==> src/rtl/tx_iq_buf_pkg.sv <==
// Shared types and defaults for the TX I/Q stream buffer.
package tx_iq_buf_pkg;

    typedef enum logic [1:0] {
        ST_IDLE,
        ST_PREFILL,
        ST_STREAM
    } state_t;

    localparam int DEF_IQ_WIDTH = 16;
    localparam int DEF_DEPTH    = 64;
    localparam int DEF_NUM_CH   = 2;
    localparam int DEF_PREFILL  = 16;

    // Occupancy counter width: must hold the value DEPTH itself.
    function automatic int fill_w(input int depth);
        return $clog2(depth) + 1;
    endfunction

endpackage

==> src/rtl/tx_iq_fifo.sv <==
// Synchronous FIFO with combinational read port; holds {last, I, Q} entries.
module tx_iq_fifo
    import tx_iq_buf_pkg::*;
#(
    parameter int WIDTH = 2*DEF_IQ_WIDTH+1,
    parameter int DEPTH = DEF_DEPTH
) (
    input  logic                     clk,
    input  logic                     rst_n,
    input  logic                     clr,
    input  logic                     push,
    input  logic [WIDTH-1:0]         din,
    input  logic                     pop,
    output logic [WIDTH-1:0]         dout,
    output logic                     full,
    output logic                     empty,
    output logic [fill_w(DEPTH)-1:0] count
);
    localparam int AW = $clog2(DEPTH);
    localparam int CW = fill_w(DEPTH);

    logic [WIDTH-1:0] mem [DEPTH];
    logic [AW-1:0]    wr_ptr, rd_ptr;
    logic             do_push, do_pop;

    assign full    = (count == CW'(DEPTH));
    assign empty   = (count == '0);
    assign do_push = push && !full;
    assign do_pop  = pop && !empty;
    assign dout    = mem[rd_ptr];

    always_ff @(posedge clk) begin
        if (do_push) mem[wr_ptr] <= din;
    end

    // Pointers are exactly AW bits wide, so they wrap modulo DEPTH for free.
    always_ff @(posedge clk or negedge rst_n) begin
        if (!rst_n) begin
            wr_ptr <= '0;
            rd_ptr <= '0;
            count  <= '0;
        end else if (clr) begin
            wr_ptr <= '0;
            rd_ptr <= '0;
            count  <= '0;
        end else begin
            if (do_push) wr_ptr <= wr_ptr + 1'b1;
            if (do_pop)  rd_ptr <= rd_ptr + 1'b1;
            case ({do_push, do_pop})
                2'b10:   count <= count + 1'b1;
                2'b01:   count <= count - 1'b1;
                default: ;
            endcase
        end
    end

endmodule

==> src/rtl/tx_iq_stream_buf.sv <==
// TX I/Q stream buffer: prefill a FIFO, then stream one sample per cycle
// to NUM_CH antenna channels with per-channel masking.
module tx_iq_stream_buf
    import tx_iq_buf_pkg::*;
#(
    parameter int IQ_WIDTH = DEF_IQ_WIDTH,
    parameter int DEPTH    = DEF_DEPTH,
    parameter int NUM_CH   = DEF_NUM_CH,
    parameter int PREFILL  = DEF_PREFILL
) (
    input  logic                       clk,
    input  logic                       phy_tx_arestn,
    input  logic                       soft_rst,
    input  logic [NUM_CH-1:0]          ch_en,
    input  logic                       in_valid,
    output logic                       in_ready,
    input  logic [IQ_WIDTH-1:0]        in_i,
    input  logic [IQ_WIDTH-1:0]        in_q,
    input  logic                       in_last,
    input  logic                       out_hold,
    output logic                       out_valid,
    output logic [NUM_CH*IQ_WIDTH-1:0] out_i,
    output logic [NUM_CH*IQ_WIDTH-1:0] out_q,
    output logic                       tx_started,
    output logic                       tx_done,
    output logic                       underrun,
    output logic [fill_w(DEPTH)-1:0]   fill_level
);
    localparam int            FW          = fill_w(DEPTH);
    localparam int            EW          = 2*IQ_WIDTH + 1;
    localparam logic [FW-1:0] PREFILL_LVL = FW'(PREFILL);

    state_t              state, state_nx;
    logic                last_seen, push, pop, full, empty, rd_last;
    logic [EW-1:0]       rd_data;
    logic [IQ_WIDTH-1:0] rd_i, rd_q;

    assign {rd_last, rd_i, rd_q} = rd_data;
    // Refuse input during any reset so nothing is accepted and then discarded.
    assign in_ready = phy_tx_arestn && !soft_rst && !full && !last_seen;
    assign push     = in_valid && in_ready;
    assign pop      = (state == ST_STREAM) && !empty && !out_hold;

    tx_iq_fifo #(.WIDTH(EW), .DEPTH(DEPTH)) u_fifo (
        .clk   (clk),
        .rst_n (phy_tx_arestn),
        .clr   (soft_rst),
        .push  (push),
        .din   ({in_last, in_i, in_q}),
        .pop   (pop),
        .dout  (rd_data),
        .full  (full),
        .empty (empty),
        .count (fill_level)
    );

    always_ff @(posedge clk or negedge phy_tx_arestn) begin
        if (!phy_tx_arestn) state <= ST_IDLE;
        else if (soft_rst)  state <= ST_IDLE;
        else                state <= state_nx;
    end

    always_comb begin
        state_nx   = state;
        tx_started = 1'b0;
        case (state)
            ST_IDLE:    if (push) state_nx = ST_PREFILL;
            ST_PREFILL: if (fill_level >= PREFILL_LVL || last_seen) begin
                tx_started = 1'b1;
                state_nx   = ST_STREAM;
            end
            ST_STREAM:  if (pop && rd_last) state_nx = ST_IDLE;
            default:    state_nx = ST_IDLE;
        endcase
    end

    // last_seen stays up through the tx_done cycle so the next packet starts after it.
    always_ff @(posedge clk or negedge phy_tx_arestn) begin
        if (!phy_tx_arestn) begin
            last_seen <= 1'b0;
            out_valid <= 1'b0;
            tx_done   <= 1'b0;
            underrun  <= 1'b0;
            out_i     <= '0;
            out_q     <= '0;
        end else if (soft_rst) begin
            last_seen <= 1'b0;
            out_valid <= 1'b0;
            tx_done   <= 1'b0;
            underrun  <= 1'b0;
            out_i     <= '0;
            out_q     <= '0;
        end else begin
            out_valid <= pop;
            tx_done   <= pop && rd_last;
            if (push && in_last) last_seen <= 1'b1;
            else if (tx_done)    last_seen <= 1'b0;
            if (state == ST_STREAM && empty && !out_hold && !last_seen) underrun <= 1'b1;
            if (pop) begin
                for (int k = 0; k < NUM_CH; k++) begin
                    out_i[k*IQ_WIDTH +: IQ_WIDTH] <= ch_en[k] ? rd_i : '0;
                    out_q[k*IQ_WIDTH +: IQ_WIDTH] <= ch_en[k] ? rd_q : '0;
                end
            end
        end
    end

endmodule
==> config.mk <==
export PLATFORM = sky130hd
export DESIGN_NAME = tx_iq_stream_buf
export DESIGN_NICKNAME = d
export VERILOG_FILES = /design/src/rtl/tx_iq_buf_pkg.sv /design/src/rtl/tx_iq_fifo.sv /design/src/rtl/tx_iq_stream_buf.sv
export SDC_FILE = /design/constraint.sdc
export NUM_CORES = 2
export LEC_CHECK = 0
export BUFFER_PORTS_ARGS = -buffer_cell sky130_fd_sc_hd__buf_2
export CORE_MARGIN = 4
export CORE_UTILIZATION = 60
export CTS_CLUSTER_DIAMETER = 60
export DETAILED_ROUTE_END_ITERATION = 8
export PLACE_DENSITY_LB_ADDON = 0.1
export SYNTH_ARGS = -nofsm -noshare
export SYNTH_HDL_FRONTEND = slang
export SYNTH_SLANG_ARGS = --single-unit
==> constraint.sdc <==
create_clock -name clk -period 7.72 [get_ports clk]
set_input_delay 0.772 -clock clk [delete_from_list [all_inputs] [get_ports clk]]
set_output_delay 0.772 -clock clk [all_outputs]
set_load 0.005 [all_outputs]
Word level (Yosys, flattened, before mapping)

Memories as Yosys holds them, arrays and structs flattened.
Cells that the tools add are included.

Output and inout bits: 76
Latch bits: 0
Memories: 1
Word-level logic and storage cells: 82
Input port bits: 40
Memory bits (writable): 2,112
Register bits after elaboration: 89
Memory bits (read-only): 0

Reductions and logical operators: 28
Multiplexer cells: 30
$lt $le $gt $ge: 1
Shift-type cells: 0
Bitwise gates (word level): 0
Multipliers: 0
$add $sub $neg: 4
Equal/unequal tests: 8
Div/mod/pow operators: 0

Memories:

| memory     | depth | width | read ports | clocked after Yosys merged registers in | write ports | RTL line         | text |
|---|---|---|---|---|---|---|---|
| u_fifo.mem | 64    | 33    | 1          | 0                                       | 1           | tx_iq_fifo.sv:22 | `logic [WIDTH-1:0] mem [DEPTH];` |

Operators with widths:

| kind                | number |
|---|---|
| $mux 32             | 4 |
| $mux 16             | 4 |
| $mux 6              | 4 |
| $pmux 7 s2          | 1 |
| $logic_and 1x1->1   | 13 |
| $add 6x1->6 const B | 2 |
| $mux 1              | 11 |
| $ne 3x3->1 const B  | 3 |
| $mux 2              | 4 |
| $reduce_bool 2->1   | 4 |
| $add 7x1->7 const B | 1 |
| $eq 7x7->1 const B  | 1 |
| $ge 7x5->1 const B  | 1 |
| $logic_not 7->1     | 1 |
| $mux 7              | 1 |
| $sub 7x1->7 const B | 1 |
| $pmux 2 s3          | 1 |
| $reduce_bool 3->1   | 2 |
| $logic_not 1->1     | 5 |
| $eq 2x1->1 const B  | 2 |
| $eq 2x2->1 const B  | 2 |
| $reduce_and 3->1    | 1 |
| $logic_not 2->1     | 1 |
| $logic_or 1x1->1    | 1 |

Logic depth before layout (Yosys ltp)

Depth after elaboration: 9
Mapped depth: 14
Gate-level depth less buffers: 11

Hierarchy

Synthesis repeated with hierarchy kept, for this count alone.

Cells, all modules: 3,798
Area, all modules: 84,586.1 µm²

Modules (own cells, without submodules):

| module           | cells an instance | times used | seq. area each (µm²) | area each (µm²) |
|---|---|---|---|---|
| tx_iq_fifo       | 3,606             | 1          | 63,896.3             | 81,872.3 |
| tx_iq_stream_buf | 192               | 1          | 1,751.7              | 2,713.9 |

Worst setup path before layout

Ideal clock, no wire load.

Path kind: input -> register
Start: in soft_rst
End: mem u_fifo.mem[60][0] in the netlist's numbering, enable pin
Slack: 4,051 ps
Path buffers: 1
Data arrival time: 3,246 ps
Stages on the path: 5
Cells stage by stage: nand4bb_1 -> a31oi_1 -> clkbuf_1 -> nand3_1 -> nor2_1

Longest elaborated chain between the ends: 8

RTL lines:

| item                            | RTL line               | text |
|---|---|---|
| start: declaration              | tx_iq_stream_buf.sv:13 | `input logic soft_rst,` |
| $logic_not 1->1                 | tx_iq_stream_buf.sv:40 | `assign in_ready = phy_tx_arestn && !soft_rst && !full && !last_seen;` |
| $logic_and 1x1->1 (3 in series) | tx_iq_stream_buf.sv:40 |  |
| $logic_and 1x1->1               | tx_iq_stream_buf.sv:41 | `assign push = in_valid && in_ready;` |
| $logic_and 1x1->1               | tx_iq_fifo.sv:28       | `assign do_push = push && !full;` |
| $mux 1                          | tx_iq_fifo.sv:33       | `if (do_push) mem[wr_ptr] <= din;` |
| $mux 1 (not written as such)    | tx_iq_fifo.sv:33       |  |
| end: declaration                | tx_iq_fifo.sv:22       |  |

No other way between the ends.

Worst setup path after layout

Start: reg u_fifo.rd_ptr[0]
End: reg out_i[29]

Longest elaborated chain between the ends: 4

RTL lines:

| item                           | RTL line                | text |
|---|---|---|
| start: declaration             | tx_iq_fifo.sv:23        | `logic [AW-1:0] wr_ptr, rd_ptr;` |
| start signal: assignment       | tx_iq_fifo.sv:48        | `if (do_pop) rd_ptr <= rd_ptr + 1'b1;` |
| $mem_v2 64x33                  | -                       |  |
| $mux 16                        | tx_iq_stream_buf.sv:101 | `out_i[k*IQ_WIDTH +: IQ_WIDTH] <= ch_en[k] ? rd_i : '0;` |
| $mux 32                        | tx_iq_stream_buf.sv:99  | `if (pop) begin` |
| $mux 32                        | tx_iq_stream_buf.sv:86  | `end else if (soft_rst) begin` |
| end signal: indexed assignment | tx_iq_stream_buf.sv:101 |  |
| end: declaration               | tx_iq_stream_buf.sv:22  | `output logic [NUM_CH*IQ_WIDTH-1:0] out_i,` |

No other way between the ends. The select of a mux whose other input is x is not followed.
A chain may end at the register's enable or synchronous reset.

==> impl_metrics.ini <==
[logic_synthesis]
synthCells = 3590
synth_top_area_frac = 0.752
ys_top_cells_by_count = edfxtp_1 (2112), mux4_2 (628), nor2_1 (114)
synth_nets = 3634
synthXorXnorAreaFrac = 0.00156
ys_ff_latch = 2201
synth-edff-count = 2112
syn-cell-area_mm2 = 0.0843
ys_types = 55
synth_top_family_by_area = multiplexers
yosysMostFrequentCell = edfxtp_1
syn_area_per_cell_um2 = 23.5
synth_area_leaders = edfxtp_1 (75%), mux4_2 (17%), dfrtp_1 (2.6%), mux2i_1 (0.56%), nor2_1 (0.51%)
synth_seq_area_share = 0.779
muxShareOfSynthArea = 0.177
ys.flop_type = edfxtp_1
synth.largest_area_cell = edfxtp_1
ys_warn_count = 0
yosys.area_share.simple = 0.0149
synthArstFlopShare = 0.0404
synth-compound-area-share = 0.0159
yosys.area_share.adder = 0.000594

[power_and_ir_drop]
power_leakage_uw = 0.0288
pwr-share-seq = 0.550
power_frac_comb = 0.013
intPower_uw = 19200
power_switching_share = 0.193
peakVddDrop_mv = 0.232
clock_power_share = 0.437
power.density_mw_per_mm2 = 251
power.switching_uw = 4600

[timing]
finalSetupViolations = 0
max_freq_mhz = 235
fin_tns_setup_ns = 0
fin_crit_sh = 0.552
skew_ns = 0.0296
rsz0062_at_grt = no
hold_viol = 0
fin_crit_ns = 4.26
layout_setup_ws_ns = 3.46
maxSlewViolCount = 0
tightest_slew_ns = 1.38
slew_headroom = 0.0783

[layout]
fin_nets = 3864
drive_gt1_frac = 0.318
areaGrowthSynthToFinish_pct = 12.4

[critical_path]
r2r_end = out_i[29]$_DFFE_PN0P_
crit_path_end = out_i[29]$_DFFE_PN0P_
critical_path_class = reg -> reg
r2r_setup_slack_ns = 3.46
r2r_start = u_fifo.rd_ptr[0]$_DFFE_PN0P_
path_max_fanout = 113
reg2reg_depth = 6
start_kind = register
critPathCaptureType = register
required_ns = 8.38
arrival_ns = 4.92
startpoint = u_fifo.rd_ptr[0]$_DFFE_PN0P_

[floorplan]
core_area_mm2 = 0.140
die_h_um = 383
dieArea_mm2 = 0.147
die_width_um = 383
std_cell_rows = 137
num_io_pins = 116
start_util = 0.604

[placement]
gp_congestion = 0.897
io_buffers = 115
pre_cts_ws_ns = 3.29
dp_hpwl_um = 120000

[drt]
drt_iter0_drc = 6340
wl_per_cell_um = 36.6
drc = 0
viasPerCell = 6.93
routed_wl_um = 215000
detail-route-antenna-nets = 0
vias = 40800
drtPass1Iterations = 6

[global_route]
busiest_layer = met1
grt_util_met3 = 0.0673
antenna_found_initial = 16
grt_max_degree = 114
grt_pass1_wl_um = 306000
grt_pass1_vias = 40200
met2_usage = 0.441
gr-total-overflow = 0
met1_usage = 0.459
grt.total_usage = 0.300

[clock_tree]
numCtsBuffers = 210
clkTransAtPathRegs_ns = 0.06
root_buffer = clkbuf_16
tritoncts = yes
cts.sinks = 2201
clk_path_buf_depth = 3
htree_levels = 4
postCtsSetupRepairBufs = 0
hold_buffers = 0
ctsResizeCount = 0
clock_latency_ns = 0.84

[status]
outcome = finished, final reports clean

[flow_run]
cap_violations = 0

[hold_path]
worstHoldPathType = in -> async
[cells by family (layout without fill, tap and decap cells)]
group	Yosys count	count (layout)
xor gates and xnor gates	15	15
buffers and inverters	205	619
AOI/OAI and AO/OA	192	192
muxes	701	701
other	0	2
adders and majority gates	4	4
and+or+nand+nor	272	272
DFF	2201	2201
[worst min-delay path by stage]
| stage | end | startpoint | cells after the start |
|---|---|---|---|
| floorplan | last_seen$_DFFE_PN0P_ | tx_done$_DFF_PN0_ | 1 |
| global placement | underrun$_DFFE_PN0P_ | underrun$_DFFE_PN0P_ | 2 |
| detailed placement | underrun$_DFFE_PN0P_ | underrun$_DFFE_PN0P_ | 2 |
| CTS | out_i[19]$_DFFE_PN0P_ | phy_tx_arestn | 2 |
| global route | u_fifo.wr_ptr[5]$_DFFE_PN0P_ | phy_tx_arestn | 2 |
| finish | out_i[19]$_DFFE_PN0P_ | phy_tx_arestn | 2 |
[per-layer routing]
metal / share of wire / vias up
met5: 0.000088 / -
met4: 0.034 / 2
met3: 0.11 / 320
met2: 0.46 / 2631
met1: 0.39 / 22000
li1: - / 15800
[flip-flops by register name (all words and copies together) (netlist names)]
signal	flops
last_seen	1
out_i	32
out_q	32
out_valid	1
state	2
tx_done	1
u_fifo.count	7
u_fifo.mem	2112
u_fifo.rd_ptr	6
u_fifo.wr_ptr	6
underrun	1
[power groups by stage]
stage | Clock (uW) | Sequential, uW | Combinational, uW
after floorplan | 0 | 13300 | 31.6
after global placement | 0 | 13300 | 288
after detailed placement | 0 | 13300 | 310
after CTS | 10500 | 13100 | 308
after global routing | 11100 | 13100 | 324
final | 10400 | 13100 | 310
[worst max-delay path: stages, from the launching register on]
cell and delay [ns]:
dfrtp_4 0.83, buf_12 0.74, buf_4 0.85, mux4_2 0.61, mux4_2 0.53, a22oi_1 0.20, o211ai_1 0.13
[per-stage QoR]
stage / hold slack, ns / total power (uW) / cells / instance area [um^2] / util
2_1_floorplan: 0.459 / 13400 / 3590 / 84300 / -
6_report: 0.195 / 23800 / 5882 / 94700 / 0.679
4_1_cts: 0.164 / 23900 / 5879 / 94700 / 0.679
3_5_place_dp: 0.506 / 13700 / 5483 / 87700 / 0.628
3_3_place_gp: 0.491 / 13600 / 5483 / 87700 / 0.628
5_1_grt: 0.193 / 24500 / 5881 / 94700 / 0.679
[cells in the final DEF (no fill, tap or decap), types with 4 or more instances in the layout]
| master | synthesis | final |
|---|---|---|
| o22ai_1 | 15 | 15 |
| o21ai_0 | 7 | 7 |
| o211ai_1 | 50 | 50 |
| clkbuf_8 | 0 | 12 |
| nor2_1 | 114 | 50 |
| nand2_1 | 70 | 70 |
| dfrtp_4 | 0 | 5 |
| edfxtp_1 | 2112 | 2112 |
| or3_1 | 7 | 7 |
| nor4_1 | 11 | 11 |
| clkinv_1 | 0 | 33 |
| nand2b_1 | 9 | 9 |
| ha_1 | 4 | 4 |
| clkbuf_16 | 0 | 214 |
| xnor2_1 | 7 | 7 |
| a21oi_1 | 21 | 21 |
| a22oi_1 | 50 | 50 |
| nor2b_1 | 16 | 16 |
| buf_12 | 0 | 10 |
| buf_4 | 10 | 102 |
| nor3_1 | 10 | 8 |
| a211oi_1 | 21 | 21 |
| or2_2 | 6 | 6 |
| clkinv_2 | 0 | 42 |
| nand3_1 | 7 | 7 |
| clkbuf_1 | 86 | 50 |
| nand4_1 | 4 | 4 |
| clkinvlp_4 | 0 | 8 |
| inv_6 | 0 | 6 |
| nor2_4 | 1 | 65 |
| dfrtp_1 | 89 | 84 |
| xor2_1 | 8 | 8 |
| buf_2 | 74 | 108 |
| bufinv_16 | 0 | 26 |
| mux2i_1 | 47 | 47 |
| o21ai_1 | 13 | 13 |
| mux2_2 | 26 | 26 |
| mux4_2 | 628 | 628 |
[layout make-up]
type	instances	area, um^2
tap	1876	2350
clock buffer	276	5710
timing repair buffer	220	1510
clock inverter	120	1320
antenna	2	5.00
sequential	2201	65700
fill	8646	44800
inverter	3	11.3
multi-input combinational	1184	18200
No activity file was read; power rests on OpenSTA's default activity.
